[src/rtl/stack_ctrl_fsm.sv]
// Control FSM for a two-register-top stack machine: fetch, execute, memory and
// interrupt sequencing, decoding datapath enables from state, opcode and mem_ready.
module stack_ctrl_fsm #(
  parameter int WIDTH    = 16,
  parameter bit MEM_WAIT = 1'b1,
  parameter bit IRQ_EN   = 1'b1
) (
  input  logic             clk,
  input  logic             reset,
  input  logic [WIDTH-1:0] ir,
  input  logic [2:0]       alu_flags,
  input  logic             irq,
  input  logic             mem_ready,
  output logic             read,
  output logic             write,
  output logic [1:0]       addr_sel,
  output logic [5:0]       alu_oper,
  output logic             data_from_alu,
  output logic             top_clken,
  output logic             top_from_next,
  output logic             next_clken,
  output logic             next_from_top,
  output logic             ir_clken,
  output logic             pc_clken,
  output logic             pc_load,
  output logic             dsp_clken,
  output logic             dsp_up,
  output logic             rsp_clken,
  output logic             rsp_up,
  output logic             iack,
  output logic             halted
);

  typedef enum logic [2:0] {
    S_FETCH = 3'd0,
    S_EXEC  = 3'd1,
    S_MEM   = 3'd2,
    S_IRQ   = 3'd3,
    S_HALT  = 3'd4
  } state_t;

  state_t     r_state;
  state_t     w_state_next;
  logic       r_ie;
  logic       w_ie_next;
  logic       w_to_fetch;
  logic       w_done;
  logic [3:0] w_op;
  logic       w_unused;

  assign w_op     = ir[WIDTH-1 -: 4];
  assign w_done   = MEM_WAIT ? mem_ready : 1'b1;
  assign w_unused = &{1'b0, ir, alu_flags, mem_ready};

  always_ff @(posedge clk) begin
    if (reset) begin
      r_state <= S_FETCH;
      r_ie    <= 1'b0;
    end else begin
      r_state <= w_state_next;
      r_ie    <= w_ie_next;
    end
  end

  always_comb begin
    read          = 1'b0;
    write         = 1'b0;
    addr_sel      = 2'd0;
    alu_oper      = 6'd0;
    data_from_alu = 1'b0;
    top_clken     = 1'b0;
    top_from_next = 1'b0;
    next_clken    = 1'b0;
    next_from_top = 1'b0;
    ir_clken      = 1'b0;
    pc_clken      = 1'b0;
    pc_load       = 1'b0;
    dsp_clken     = 1'b0;
    dsp_up        = 1'b0;
    rsp_clken     = 1'b0;
    rsp_up        = 1'b0;
    iack          = 1'b0;
    halted        = 1'b0;
    w_state_next  = r_state;
    w_ie_next     = r_ie;
    w_to_fetch    = 1'b0;

    // Reset forces every output low and abandons any memory cycle in flight.
    if (!reset) begin
      case (r_state)
        S_FETCH: begin
          read = 1'b1;
          if (w_done) begin
            ir_clken     = 1'b1;
            pc_clken     = 1'b1;
            w_state_next = S_EXEC;
          end
        end
        S_EXEC: begin
          w_to_fetch = 1'b1;
          case (w_op)
            4'h1: begin
              alu_oper      = ir[5:0];
              data_from_alu = 1'b1;
              top_clken     = 1'b1;
              w_to_fetch    = 1'b0;
              w_state_next  = S_MEM;
            end
            4'h2, 4'h3, 4'h4, 4'h5: begin
              w_to_fetch   = 1'b0;
              w_state_next = S_MEM;
            end
            4'h6: pc_load = alu_flags[1];
            4'h7: begin
              w_to_fetch   = 1'b0;
              w_state_next = S_HALT;
            end
            4'h8: begin
              if (IRQ_EN) begin
                w_to_fetch   = 1'b0;
                w_state_next = S_MEM;
              end
            end
            4'h9: if (IRQ_EN) w_ie_next = 1'b1;
            4'hA: if (IRQ_EN) w_ie_next = 1'b0;
            default: ;
          endcase
        end
        S_MEM: begin
          // The opcode in ir is still valid here since ir only loads in FETCH.
          case (w_op)
            4'h1: begin
              read       = 1'b1;
              addr_sel   = 2'd1;
              next_clken = w_done;
              dsp_clken  = w_done;
            end
            4'h2: begin
              read      = 1'b1;
              addr_sel  = 2'd3;
              top_clken = w_done;
            end
            4'h3: begin
              write         = 1'b1;
              addr_sel      = 2'd3;
              top_from_next = w_done;
              top_clken     = w_done;
              dsp_clken     = w_done;
            end
            4'h4: begin
              write     = 1'b1;
              addr_sel  = 2'd2;
              rsp_clken = w_done;
              rsp_up    = w_done;
              pc_load   = w_done;
            end
            4'h5, 4'h8: begin
              read      = 1'b1;
              addr_sel  = 2'd2;
              pc_load   = w_done;
              rsp_clken = w_done;
              if (w_op == 4'h8 && w_done) w_ie_next = 1'b1;
            end
            default: ;
          endcase
          w_to_fetch = w_done;
        end
        S_IRQ: begin
          write    = 1'b1;
          addr_sel = 2'd2;
          if (w_done) begin
            rsp_clken  = 1'b1;
            rsp_up     = 1'b1;
            pc_load    = 1'b1;
            alu_oper   = 6'b111111;
            iack       = 1'b1;
            w_ie_next  = 1'b0;
            w_to_fetch = 1'b1;
          end
        end
        S_HALT: begin
          halted = 1'b1;
          if (IRQ_EN && r_ie && irq) w_state_next = S_IRQ;
        end
        default: w_state_next = S_FETCH;
      endcase

      // The interrupt check uses the post-instruction ie so EI/RETI take effect at once.
      if (w_to_fetch) w_state_next = (IRQ_EN && w_ie_next && irq) ? S_IRQ : S_FETCH;
    end
  end

endmodule

[config.mk]
export PLATFORM = sky130hd
export DESIGN_NAME = stack_ctrl_fsm
export DESIGN_NICKNAME = d
export VERILOG_FILES = /design/src/rtl/stack_ctrl_fsm.sv
export SDC_FILE = /design/constraint.sdc
export NUM_CORES = 1
export LEC_CHECK = 0
export ABC_CLOCK_PERIOD_IN_PS = 3900
export CORE_MARGIN = 4
export CORE_UTILIZATION = 25
export CTS_CLUSTER_SIZE = 28
export DETAILED_ROUTE_END_ITERATION = 7
export PLACE_DENSITY_LB_ADDON = 0.25
export RECOVER_POWER = 25
export SYNTH_ARGS = -nofsm -noshare
export SYNTH_HDL_FRONTEND = slang
export SYNTH_SLANG_ARGS = --single-unit
[constraint.sdc]
create_clock -name clk -period 3.9 [get_ports clk]
set_input_delay 0.585 -clock clk [delete_from_list [all_inputs] [get_ports clk]]
set_output_delay 0.585 -clock clk [all_outputs]
set_load 0.01 [all_outputs]
==> flow_summary.yaml <==
synthesis:
  synth_most_common_cell: "nor2_1"
  ys.flop_type: "dfxtp_1"
  synth_xor_area_share_pct: 0
  netlist.area_leader.share_pct: 11.7
  synthCells: 111
  synth_top_family_by_area: "simple AND/OR/NAND/NOR gates"
  yosys-top-cells-area: "dfxtp_1 (12%), nor2_1 (10%), a21oi_1 (10%), nand2_1 (7.1%), nand2b_1 (6.4%)"
  synth_seq_area_share_pct: 11.7
  synth_warnings: 0
  synth.mux.area_fraction_pct: 0
  synthSimpleGateAreaFrac_pct: 50.0
  synthArstFlopShare_pct: 0
  yosysUniqueCellTypes: 37
  ys_ff_latch: 4
  synthAdderAreaFrac_pct: 0
  yosysTopAreaCell: "dfxtp_1"
  synth_compound_area_share_pct: 28.4
  avgSynthCellArea_um2: 6.15
  synth_edf_count: 0
  synth_top_cells_by_count: "nor2_1 (19), a21oi_1 (14), nand2_1 (13)"
  synth_area_um2: 683
grt:
  grt.overflow.total: 0
  gr-usage-all-layers_pct: 12.5
  grt_pass1_wl_um: 3620
  grt_start_max_net_pins: 16
  antenna_found_initial: 0
  grt_pass1_vias: 800
die:
  die_h_um: 60.3
  dieArea_um2: 3630
  start_util_pct: 26.8
  ios: 47
  die_w_um: 60.3
  core_um2: 2540
  rows: 18
clock_tree:
  cts_tree: "built"
  post_cts.repair.setup_buffers: 0
  cts_made_buffers: 3
  cts.clk_slew.worst_paths_ns: 0.04
  cts_root_buffer: "clkbuf_4"
  h-tree-depth: 1
  cts.hold.buffers_added: 0
  cts_resized: 0
  clk_latency_ns: 0.23
  clock-sinks: 4
  cts_buffer_depth: 2
drt:
  highest_layer: "met3"
  vias_per_cell: 5.05
  wl_um: 2270
  vias: 888
  wl_met1_um: 955
  avgRoutedWirePerCell_um: 12.9
  postRouteAntennaNets: 0
  drt_pass1_iterations: 4
  wl_met3_um: 107
  drtIter0Drc: 38
  drc_errors: 0
  wl_met2_um: 1210
sta:
  fin_crit_ns: 3.45
  setup_violations: 0
  relSlewSlack_pct: 65.3
  max_freq_mhz: 290
  fin_skew_ns: 0.00191
  finalSetupTns_ns: 0
  worst_pin_slew_ns: 0.520
  slew_viol_final: 0
  rsz0062_at_grt: "no"
  hold_viol: 0
  fin_crit_sh_pct: 88.5
  layout_setup_ws_ns: 0.449
placed_design:
  place_ws_ns: 0.456
  port_buffers: 36
  post_dp_cell_area_um2: 1070
  dp_hpwl_um: 1850
  gp_congestion: 0.846
worst_setup_path:
  regToRegSetupSlack_ns: 1.89
  critPathMaxStageDelay_ns: 0.60
  worstReg2RegEnd: "r_state[1]"
  rr_worst_depth: 5
  critPathRequiredTime_ns: 3.31
  crit_fanout: 4
  critPathSlowestCell: "clkdlybuf4s50_1"
  cp-end-kind: "primary output"
  crit_path_end: "pc_load"
  crit_start: "ir[12]"
  critPathMostFrequentCell: "clkdlybuf4s50_1"
  worstSetupStartpointType: "primary input"
  path_cells: "clkdlybuf4s50_1 > or4b_1 > o21ai_0 > nor2_1 > o32a_1 > nor4_1 > clkdlybuf4s50_1"
  critical_path_class: "in2out"
  crit_arrival_ns: 2.87
  r2r_start: "r_state[0]"
cells_and_area:
  fill_cells: 280
  synthToLayoutAreaGrowth_pct: 57.5
  antennaDiodeCount: 0
  fin_nets: 171
  final_area_um2: 1080
  layout-drive-gt1-share_pct: 6.85
power:
  p_leak_uw: 0.000380
  powerDensity_nw_per_um2: 199
  ir_drop_mv: 0.202
worst_hold_path:
  hold_class: "reg2reg"
run:
  drv_cap: 0
status:
  status: "finished, final reports clean"
==> placed cells by master (no fill, tap or decap), types with 2 or more instances in the layout <==
| master | netlist | layout |
|---|---|---|
| nor4_1 | 3 | 3 |
| nand2_1 | 13 | 13 |
| nor2b_1 | 4 | 4 |
| nand3_1 | 2 | 2 |
| buf_4 | 3 | 4 |
| dfxtp_1 | 4 | 4 |
| clkbuf_4 | 0 | 3 |
| dlygate4sd3_1 | 0 | 2 |
| and3_1 | 3 | 3 |
| nor2_1 | 19 | 19 |
| nand2b_1 | 7 | 7 |
| clkdlybuf4s50_1 | 0 | 34 |
| nor3_1 | 2 | 2 |
| inv_1 | 4 | 4 |
| o211ai_1 | 2 | 2 |
| a21oi_1 | 14 | 14 |
| or3_1 | 2 | 2 |
| conb_1 | 1 | 2 |
==> through the flow <==
step	hold WS [ns]	instances	utilization (%)	total power, uW
2_1_floorplan	0.505	112	-	125
3_3_place_gp	0.574	173	42.2	168
3_5_place_dp	0.583	173	42.2	169
4_1_cts	0.587	176	43.1	223
5_1_grt	0.643	176	42.3	234
6_report	0.586	176	42.3	214
==> flip-flops by register name, indices dropped and copies added, names as in the netlist <==
signal   count
r_state      3
r_ie         1
==> critical path: cells and delay by family <==
family | cells | cell delay [ns]
AO/OA/AOI/OAI | 2 | 0.34
buffers and inverters | 2 | 1.01
AND/OR/NAND/NOR | 3 | 0.92
==> layout make-up <==
cell class / count / area (um2) / area share, %
sequential: 4 / 80.1 / 7.44
tap: 30 / 37.5 / 3.49
inverter: 4 / 15.0 / 1.40
timing repair buffer: 41 / 394 / 36.6
multi-input combinational: 94 / 527 / 49.0
clock buffer: 3 / 22.5 / 2.09
==> power breakdown <==
group          switching [uW]  total, uW  leakage, uW  internal [uW]
logic                    53.9        107     0.000333           52.7
clock network            14.9       49.2    0.0000138           34.3
registers                11.7       58.0    0.0000329           46.3
total                    80.5        214     0.000380            133
==> worst min-delay path by stage <==
stage,slack (ns),depth (start not counted),from,to
after floorplan,0.51,1,r_state[1],r_state[2]
after global placement,0.57,1,r_state[1],r_state[2]
after detailed placement,0.58,1,r_state[1],r_state[2]
after CTS,0.59,1,r_state[1],r_state[2]
after global routing,0.64,1,r_state[1],r_state[2]
final,0.59,1,r_state[1],r_state[2]
==> layer usage <==
| layer | vias up | track usage, % |
|---|---|---|
| met5 | - | 0 |
| met4 | 0 | 3.16 |
| met3 | 0 | 1.08 |
| met2 | 17 | 21.8 |
| met1 | 409 | 16.4 |
| li1 | 462 | - |
==> cells by family (layout without fill, tap and decap cells) <==
family	after synthesis	count (layout)
DFF	4	4
AOI/OAI and AO/OA	28	28
and+or+nand+nor	64	64
other	1	2
buffers and inverters	14	48
No activity file was read; power rests on OpenSTA's default activity.
